--- src/rtl/ctrl_pipe_pkg.sv ---
// ctrl_pipe_pkg: shared limits, control-bundle field offsets and stage update encoding
package ctrl_pipe_pkg;
  localparam int MAX_STAGES = 8;
  localparam int MAX_W = 64;
  localparam int ALU_OR_MEM_BIT = 0;
  localparam int MEMWRITE_BIT = 1;
  localparam int REGDST_BIT = 2;
  localparam int RW_BIT = 3;
  localparam int ALUCONTROL_LSB = 4;
  localparam int ALUCONTROL_W = 3;
  typedef enum logic [1:0] {OP_LOAD, OP_HOLD, OP_BUBBLE, OP_FLUSH} stage_op_e;
endpackage

--- src/rtl/ctrl_pipe_stage.sv ---
// ctrl_pipe_stage: one valid+control register with flush > hold > bubble > load priority
module ctrl_pipe_stage
  import ctrl_pipe_pkg::*;
#(
  parameter int W = 36
) (
  input  logic         clk,
  input  logic         reset,
  input  logic         flush_i,
  input  logic         hold_i,
  input  logic         bubble_i,
  input  logic         valid_i,
  input  logic [W-1:0] ctrl_i,
  output logic         valid_o,
  output logic [W-1:0] ctrl_o
);
  stage_op_e op;
  logic valid_d, valid_q;
  logic [W-1:0] ctrl_d, ctrl_q;
  // pick the update rule; an invalid incoming word loads as all-zero control
  always_comb begin
    op = flush_i ? OP_FLUSH : hold_i ? OP_HOLD : bubble_i ? OP_BUBBLE : OP_LOAD;
    valid_d = op == OP_HOLD ? valid_q : op == OP_LOAD ? valid_i : 1'b0;
    ctrl_d = op == OP_HOLD ? ctrl_q : (op == OP_LOAD && valid_i) ? ctrl_i : '0;
  end
  // stage register
  always_ff @(posedge clk) begin
    if (reset) begin
      valid_q <= 1'b0;
      ctrl_q <= '0;
    end else begin
      valid_q <= valid_d;
      ctrl_q <= ctrl_d;
    end
  end
  assign valid_o = valid_q;
  assign ctrl_o = ctrl_q;
endmodule

--- src/rtl/ctrl_pipe.sv ---
// ctrl_pipe: control-word pipeline with stall-derived hold and bubbles; CTRL_PIPE_PERF_EN adds bubble/stall counters
module ctrl_pipe
  import ctrl_pipe_pkg::*;
#(
  parameter int STAGES = 3,
  parameter int W = 36,
  parameter int CNT_W = 16
) (
  input  logic                  clk,
  input  logic                  reset,
  input  logic                  in_valid,
  input  logic [W-1:0]          in_ctrl,
  output logic                  in_ready,
  input  logic [STAGES-1:0]     stall,
  input  logic [STAGES-1:0]     flush,
  output logic [STAGES-1:0]     stage_valid,
  output logic [STAGES*W-1:0]   stage_ctrl,
  output logic                  retire,
  output logic [CNT_W-1:0]      bubble_cnt,
  output logic [CNT_W-1:0]      stall_cnt
);
  if (STAGES < 2 || STAGES > MAX_STAGES || W < 1 || W > MAX_W) begin : g_bad_param
    $error("ctrl_pipe: illegal STAGES/W");
  end
  logic [STAGES-1:0] hold, up_valid, up_hold;
  logic [STAGES*W-1:0] up_ctrl;
  // a stall freezes its own stage and every stage upstream of it
  always_comb begin
    hold = '0;
    for (int k = 0; k < STAGES; k++) hold[k] = |(stall >> k);
  end
  assign up_valid = {stage_valid[STAGES-2:0], in_valid};
  assign up_ctrl = {stage_ctrl[(STAGES-1)*W-1:0], in_ctrl};
  assign up_hold = {hold[STAGES-2:0], 1'b0};
  for (genvar i = 0; i < STAGES; i++) begin : g_stage
    ctrl_pipe_stage #(.W(W)) u_stage (
      .clk     (clk),
      .reset   (reset),
      .flush_i (flush[i]),
      .hold_i  (hold[i]),
      .bubble_i(up_hold[i]),
      .valid_i (up_valid[i]),
      .ctrl_i  (up_ctrl[i*W +: W]),
      .valid_o (stage_valid[i]),
      .ctrl_o  (stage_ctrl[i*W +: W])
    );
  end
  assign in_ready = ~hold[0];
  assign retire = stage_valid[STAGES-1] & ~hold[STAGES-1];
`ifdef CTRL_PIPE_PERF_EN
  logic bubble_ev;
  logic [CNT_W-1:0] bubble_cnt_q, stall_cnt_q;
  assign bubble_ev = |(~flush[STAGES-1:1] & ~hold[STAGES-1:1] & hold[STAGES-2:0] & stage_valid[STAGES-2:0]);
  // saturating counters: bubbles that displaced a valid word, and cycles stage 0 was held
  always_ff @(posedge clk) begin
    if (reset) begin
      bubble_cnt_q <= '0;
      stall_cnt_q <= '0;
    end else begin
      if (bubble_ev && !(&bubble_cnt_q)) bubble_cnt_q <= bubble_cnt_q + CNT_W'(1);
      if (hold[0] && !(&stall_cnt_q)) stall_cnt_q <= stall_cnt_q + CNT_W'(1);
    end
  end
  assign bubble_cnt = bubble_cnt_q;
  assign stall_cnt = stall_cnt_q;
`else
  assign bubble_cnt = '0;
  assign stall_cnt = '0;
`endif
endmodule

--- config.mk ---
export PLATFORM = sky130hd
export DESIGN_NAME = ctrl_pipe
export DESIGN_NICKNAME = d
export VERILOG_FILES = /design/src/rtl/ctrl_pipe_pkg.sv /design/src/rtl/ctrl_pipe_stage.sv /design/src/rtl/ctrl_pipe.sv
export SDC_FILE = /design/constraint.sdc
export NUM_CORES = 1
export LEC_CHECK = 0
export BUFFER_PORTS_ARGS = -buffer_cell sky130_fd_sc_hd__buf_2
export CAP_MARGIN = 25
export CELL_PAD_IN_SITES_DETAIL_PLACEMENT = 1
export CELL_PAD_IN_SITES_GLOBAL_PLACEMENT = 1
export CORE_UTILIZATION = 37
export CTS_CLUSTER_SIZE = 8
export DETAILED_ROUTE_END_ITERATION = 10
export HOLD_SLACK_MARGIN = 0.1
export MAX_ROUTING_LAYER = met4
export PLACE_DENSITY_LB_ADDON = 0.1
export SLEW_MARGIN = 20
export SYNTH_ARGS = -nofsm -noshare
export SYNTH_HDL_FRONTEND = slang
export SYNTH_SLANG_ARGS = --single-unit
--- constraint.sdc ---
create_clock -name clk -period 1.9 [get_ports clk]
set_input_delay 0.19 -clock clk [delete_from_list [all_inputs] [get_ports clk]]
set_output_delay 0.19 -clock clk [all_outputs]
set_load 0.1 [all_outputs]
==> insert_results.sql, run 1 <==
INSERT INTO impl_metrics (metric_group, metric, value, unit) VALUES
('outcome', 'run_status', 'complete, no violations', ''),
('yosys', 'syn-instance-count', '423', ''),
('critical_path', 'crit_path_cell_trace', 'dlygate4sd3_1 > buf_2 > o21ba_2 > a32o_1', ''),
('cts', 'cts_tree', 'done', ''),
('pwr', 'ir_worst_vdd', '0.3839', 'mV'),
('routing', 'routed_wl', '12910', 'um'),
('yosys', 'yosys.cell_count.top_type', 'dfxtp_1', ''),
('routing', 'dr.pass1.iters', '4', ''),
('yosys', 'postSynth.topFlopCell', 'dfxtp_1', ''),
('sta', 'setup_viol_count_final', '0', ''),
('worst_hold_path', 'worstHoldPathType', 'input pin to flip-flop', ''),
('global_route', 'number_of_antenna_violations_at_the_first_check_in_global_routing', '0', ''),
('floorplan', 'io_pins', '190', ''),
('critical_path', 'kind_of_cell_with_the_highest_combined_delay_on_the_critical_path', 'compound AO/OA/AOI/OAI gates', ''),
('cts', 'cts_bufs_inserted', '9', ''),
('routing', 'drtAntennaViolNets', '0', ''),
('critical_path', 'worstPathMaxFanout', '36', ''),
('global_route', 'wire_length_of_the_first_global_routing_pass', '19550', 'um'),
('global_route', 'via_count_of_the_first_global_routing_pass', '3620', ''),
('place', 'place_hpwl', '8744', 'um'),
('sta', 'slew-limit-headroom', '0.4151', ''),
('place', 'placer_s_final_routability_congestion_estimate', '0.7175', ''),
('layout', 'layout.cell_area.non_filler', '5932', 'sq um'),
('sta', 'layout_setup_ws', '259.3', 'ps'),
('sta', 'worstMarginPinSlew', '877.4', 'ps'),
('critical_path', 'path_class', 'input pin to flip-flop', ''),
('cts', 'clock-sinks', '111', ''),
('yosys', 'synth_top_cell_by_area', 'dfxtp_1', ''),
('layout', 'finish.utilization', '0.4663', ''),
('cts', 'clockBufferDepth', '2', ''),
('floorplan', 'core_area', '12720', 'sq um'),
('sta', 'unrepaired_setup_endpoints_after_global_routing', 'no', ''),
('critical_path', 'cpPeakStageDelay', '810', 'ps'),
('routing', 'initial_drc_count', '120', ''),
('sta', 'final-hold-violation-count', '0', ''),
('global_route', 'grt_use_total', '0.1945', ''),
('yosys', 'synth.yosys.seq_area_share', '0.4563', ''),
('layout', 'finalNetCount', '602', ''),
('floorplan', 'die_y', '116.7', 'um'),
('yosys', 'synth.ff_latch_count', '111', ''),
('layout', 'regArea', '2222', 'sq um'),
('pwr', 'powerDensity', '797.8', 'nW/um^2'),
('yosys', 'synth.top_cells.by_area', 'dfxtp_1 (46%), mux2_2 (8.1%), a32o_1 (7.4%)', ''),
('critical_path', 'cp_slowest_cell', 'o21ba_2', ''),
('layout', 'combined_area_of_the_multi_input_logic_cells', '2248', 'sq um'),
('yosys', 'synth_edf_count', '0', ''),
('floorplan', 'die_area', '13620', 'sq um'),
('cts', 'clock_insertion_delay_worst_skew', '350', 'ps'),
('layout', 'area_growth', '21.81', '%'),
('flow_run', 'cap_violations', '0', ''),
('critical_path', 'cp-start-kind', 'input pin', ''),
('layout', 'antennaDiodeCount', '0', ''),
('routing', 'routed-via-count', '3811', ''),
('pwr', 'total_leakage_power', '2.714', 'nW'),
('layout', 'final_layout_size_suffix_gt1_frac', '0.4075', ''),
('yosys', 'yosys_synthesis_warning_count', '0', ''),
('sta', 'fin_crit', '1641', 'ps'),
('routing', 'drc_errors', '0', ''),
('yosys', 'synth_top_cell_area_share', '0.4563', ''),
('floorplan', 'initial_core_util', '0.3828', ''),
('yosys', 'netlist_area', '4870', 'sq um'),
('cts', 'cts.reportedPaths.clkPinSlew', '70', 'ps'),
('cts', 'cts.htree.levels', '3', ''),
('yosys', 'synth_async_sr_flop_share', '0', ''),
('sta', 'clock.fmax', '609.5', 'MHz'),
('layout', 'stdcell_count', '734', ''),
('critical_path', 'critical_path.n_buffers_inverters', '2', ''),
('critical_path', 'cp_data_arrival_time', '1920', 'ps'),
('place', 'numPortBuffers', '157', ''),
('yosys', 'avgSynthCellArea', '11.51', 'sq um'),
('floorplan', 'fp.dieW', '116.7', 'um');
[cell type report]
| type | count | share of cell area |
|---|---|---|
| well taps | 172 | 0.03628 |
| flip-flops and latches | 111 | 0.3746 |
| repair buffers | 172 | 0.1633 |
| clock buffers | 13 | 0.04387 |
| multi-input cells | 263 | 0.3790 |
| clock inverters | 3 | 0.002953 |
[per-layer routing]
layer,share of wire,global-route usage
met4,0.016,0.06920
met2,0.47,0.3022
met5,0,-
met3,0.049,0.03633
met1,0.46,0.2522
[metrics by stage]
| stage | total power, mW | hold WS (ps) |
|---|---|---|
| after CTS | 4.790 | 247.3 |
| after global routing | 4.910 | 277.6 |
| after global placement | 2.990 | 424.6 |
| final | 4.732 | 264.0 |
| after detailed placement | 2.996 | 432.8 |
| after floorplan | 2.936 | 268.5 |
[flip-flops by register name, indices dropped and copies added, names as in the netlist]
register,cells
g_stage.u_stage.valid_o,3
g_stage.u_stage.ctrl_o,108
[placed cells by master, fill, tap and decap left out]
master and instances:
and3b_2 1, buf_4 11, buf_12 5, nor4_4 1, and2b_2 1, or4b_1 2
buf_2 155, clkbuf_1 2, nor2b_4 1, clkinvlp_4 1, clkbuf_16 9, o31ai_1 1
a32o_1 36, a211oi_1 2, mux2_2 35, nor2b_1 27, clkbuf_8 2, clkinv_2 2
mux2_1 1, nor3b_1 36, nor3_4 1, a22o_1 36, nor4bb_1 36, dlygate4sd3_1 1
dfxtp_1 111, nor4b_4 1, conb_1 32, o21ai_0 1, and2b_1 9, o21ba_2 2
nor3b_4 1
[logic make-up after synthesis]
family,share of synthesized area
other,0.0007701
and+or+nand+nor,0.2038
DFF,0.4563
buffers and inverters,0.1074
AOI/OAI and AO/OA,0.1485
muxes,0.08325
[worst reg2reg max path, stage by stage, from the launching register on]
cell and delay (ps):
dfxtp_1 350, nor4b_4 220, buf_4 360, a22o_1 190
[final timing paths]
kind         cells after the start  slack (ps)                                  startpoint                                          to
min reg2reg                      1         470  g_stage[2].u_stage.ctrl_o[26]$_SDFFE_PP0P_  g_stage[2].u_stage.ctrl_o[26]$_SDFFE_PP0P_
min                              3         260                                    stall[0]     g_stage[1].u_stage.valid_o$_SDFFE_PP0P_
max reg2reg                      3         730     g_stage[1].u_stage.valid_o$_SDFFE_PP0P_  g_stage[2].u_stage.ctrl_o[12]$_SDFFE_PP0P_
max                              4         260                                    flush[1]  g_stage[1].u_stage.ctrl_o[27]$_SDFFE_PP0P_
[timing repair]
action	4_1_cts	5_1_grt
hold buffers	1	0
endpoints found under the hold margin	1	0
setup buffers	0	0
[where the power goes]
part | switching (mW) | leakage (nW) | internal (mW)
clock | 0.831 | 0.136 | 0.959
sequential | 0.00520 | 0.894 | 2.33
combinational | 0.489 | 1.68 | 0.116
Power figures use the tool's default switching activity.
==> run 2: changes to the inputs <==
--- a/config.mk
+++ b/config.mk
@@ -13,8 +13,8 @@
 export CTS_CLUSTER_SIZE = 8
 export DETAILED_ROUTE_END_ITERATION = 10
 export HOLD_SLACK_MARGIN = 0.1
-export MAX_ROUTING_LAYER = met4
 export PLACE_DENSITY_LB_ADDON = 0.1
+export REMOVE_ABC_BUFFERS = 1
 export SLEW_MARGIN = 20
 export SYNTH_ARGS = -nofsm -noshare
 export SYNTH_HDL_FRONTEND = slang
==> run 2 against run 1 <==
  * Register-to-register slack worse by 160 ps
  * Power is 5.1% higher
  * Cell area is 0.93% higher
  * First-iteration DRC count is 71% higher
  * Global-route usage is 0.28 points lower
  * Highest routed layer unchanged
==> insert_results.sql, run 2 (synthesis results as in run 1) <==
INSERT INTO impl_metrics (metric_group, metric, value, unit) VALUES
('layout', 'antennaDiodeCount', '0', ''),
('floorplan', 'rows', '41', ''),
('cts', 'clockBufferDepth', '2', ''),
('critical_path', 'r2r-start', 'g_stage[0].u_stage.valid_o$_SDFFE_PP0P_', ''),
('floorplan', 'core_area', '12720', 'sq um'),
('sta', 'final_min_period_over_clock_period', '0.8763', ''),
('routing', 'initial_drc_count', '205', ''),
('critical_path', 'reg2reg_to', 'g_stage[1].u_stage.ctrl_o[10]$_SDFFE_PP0P_', ''),
('global_route', 'maximum_number_of_pins_on_one_net_before_global_route_repair', '113', ''),
('floorplan', 'die_area', '13620', 'sq um'),
('floorplan', 'die_y', '116.7', 'um'),
('pwr', 'powerDensity', '830.6', 'nW/um^2'),
('global_route', 'wire_length_of_the_first_global_routing_pass', '19710', 'um'),
('routing', 'drtAntennaViolNets', '0', ''),
('critical_path', 'cp_slowest_cell', 'o21ba_2', ''),
('floorplan', 'initial_core_util', '0.3828', ''),
('critical_path', 'crit_path_cell_trace', 'dlygate4sd3_1 > buf_2 > o21ba_2 > a32o_1', ''),
('sta', 'setup_viol_count_final', '0', ''),
('cts', 'cts_resized', '0', ''),
('layout', 'finish.utilization', '0.4706', ''),
('cts', 'cts.htree.levels', '3', ''),
('flow_run', 'cap_violations', '0', ''),
('place', 'place_hpwl', '8400', 'um'),
('global_route', 'grt_use_total', '0.1917', ''),
('routing', 'wl_per_cell', '17.95', 'um'),
('place', 'placer_s_final_routability_congestion_estimate', '0.7108', ''),
('worst_hold_path', 'worst_hold_path.endpoint', 'g_stage[1].u_stage.valid_o$_SDFFE_PP0P_', ''),
('layout', 'layout.cells.most_common', 'buf_2', ''),
('worst_hold_path', 'whs_path_depth', '3', ''),
('layout', 'nFillCells', '1439', ''),
('layout', 'final_layout_size_suffix_gt1_frac', '0.4068', ''),
('global_route', 'number_of_antenna_violations_at_the_first_check_in_global_routing', '0', ''),
('cts', 'cts_bufs_inserted', '9', ''),
('cts', 'buffer_count_from_post_cts_setup_fixing', '0', ''),
('sta', 'worstMarginPinSlew', '914.4', 'ps'),
('sta', 'clock.fmax', '600.6', 'MHz'),
('critical_path', 'cp_data_arrival_time', '1950', 'ps'),
('layout', 'largest_register_ff_count', '108', ''),
('worst_hold_path', 'min_from', 'stall[0]', ''),
('routing', 'routed-via-count', '3752', ''),
('cts', 'cts.reportedPaths.clkPinSlew', '70', 'ps'),
('cts', 'cts_tree', 'done', ''),
('critical_path', 'worst_setup_path_end_kind', 'flip-flop', ''),
('cts', 'clock_insertion_delay_worst_skew', '350', 'ps'),
('layout', 'stdcell_count', '730', ''),
('critical_path', 'cell_depth_of_the_worst_flop_to_flop_path', '3', ''),
('sta', 'unrepaired_setup_endpoints_after_global_routing', 'no', ''),
('layout', 'layout.cell_area.non_filler', '5987', 'sq um'),
('sta', 'slew-limit-headroom', '0.3904', ''),
('sta', 'setup_tns', '0', 'ps'),
('critical_path', 'path_class', 'input pin to flip-flop', ''),
('critical_path', 'cpPeakStageDelay', '830', 'ps'),
('sta', 'slew_viol_final', '0', ''),
('pwr', 'total_leakage_power', '2.725', 'nW'),
('place', 'numPortBuffers', '157', ''),
('layout', 'layout.cells.most_common_list', 'buf_2 (155), dfxtp_1 (111)', ''),
('sta', 'clock-skew-final', '4.110', 'ps'),
('critical_path', 'worstPathMaxFanout', '36', ''),
('routing', 'routed_wl', '13110', 'um'),
('floorplan', 'fp.dieW', '116.7', 'um'),
('pwr', 'ir_worst_vdd', '0.4040', 'mV'),
('floorplan', 'io_pins', '190', ''),
('worst_hold_path', 'worstHoldPathType', 'input pin to flip-flop', ''),
('routing', 'avgViaCountPerCell', '5.140', ''),
('critical_path', 'cp.required', '2180', 'ps'),
('critical_path', 'cp-start-kind', 'input pin', ''),
('global_route', 'via_count_of_the_first_global_routing_pass', '3627', ''),
('cts', 'cts-root-buf', 'clkbuf_16', ''),
('critical_path', 'r2r_slack', '570', 'ps'),
('outcome', 'run_status', 'complete, no violations', ''),
('routing', 'drc_errors', '0', ''),
('place', 'place.detailed.instances', '712', ''),
('layout', 'finalNetCount', '598', ''),
('global_route', 'grt_remaining_overflow', '0', ''),
('sta', 'final-hold-violation-count', '0', ''),
('cts', 'clock-sinks', '111', ''),
('layout', 'area_growth', '22.94', '%'),
('sta', 'fin_crit', '1665', 'ps'),
('layout', 'regArea', '2222', 'sq um'),
('layout', 'combined_area_of_the_multi_input_logic_cells', '2248', 'sq um'),
('routing', 'dr.pass1.iters', '4', ''),
('place', 'placed_cell_area', '5644', 'sq um');
[run 2: layout make-up]
type	count	area share
Clock buffer	9	0.03762
Clock inverter	7	0.01609
Multi-Input combinational cell	263	0.3755
Sequential cell	111	0.3712
Tap cell	172	0.03595
Timing Repair Buffer	168	0.1636
[run 2: critical path: cells and delay by family]
kind	cells	cell delay, ps
AOI/OAI and AO/OA	2	1070
buffers and inverters	2	680
[run 2: repair_timing]
action,4_1_cts,5_1_grt
setup endpoints to repair,0,0
endpoints found under the hold margin,1,0
hold buffers,1,0
[run 2: report_power, final]
group          leakage (nW)  total, mW  switching (mW)  internal (mW)
logic                  1.67      0.607           0.490          0.116
clock network         0.160       2.03           0.870           1.16
registers             0.894       2.34         0.00488           2.33
[run 2: routing by layer]
metal  vias to the layer above  global-route usage  routed length, um
met5                         -                   0                  0
met4                         0             0.05148                128
met3                        11             0.06591                946
met2                       125              0.3231               6437
met1                      1828              0.2325               5594
li1                       1788                   -                  -
[run 2: worst max-delay path by stage]
stage	slack, ps	to	from
floorplan	-720	g_stage[1].u_stage.ctrl_o[0]$_SDFFE_PP0P_	g_stage[0].u_stage.valid_o$_SDFFE_PP0P_
global placement	290	g_stage[2].u_stage.ctrl_o[8]$_SDFFE_PP0P_	flush[2]
detailed placement	210	g_stage[2].u_stage.ctrl_o[5]$_SDFFE_PP0P_	flush[2]
CTS	230	g_stage[1].u_stage.ctrl_o[23]$_SDFFE_PP0P_	flush[1]
global route	120	g_stage[1].u_stage.ctrl_o[13]$_SDFFE_PP0P_	flush[1]
finish	230	g_stage[1].u_stage.ctrl_o[4]$_SDFFE_PP0P_	flush[1]
[run 2: stage by stage]
step	setup slack (ps)	hold slack (ps)	power [mW]
detailed placement	209.2	424.9	2.996
global route	119.2	244.8	5.185
global placement	289.1	421.4	2.989
floorplan	-717.2	262.8	2.805
CTS	227.9	218.4	5.048
finish	234.9	235.6	4.973
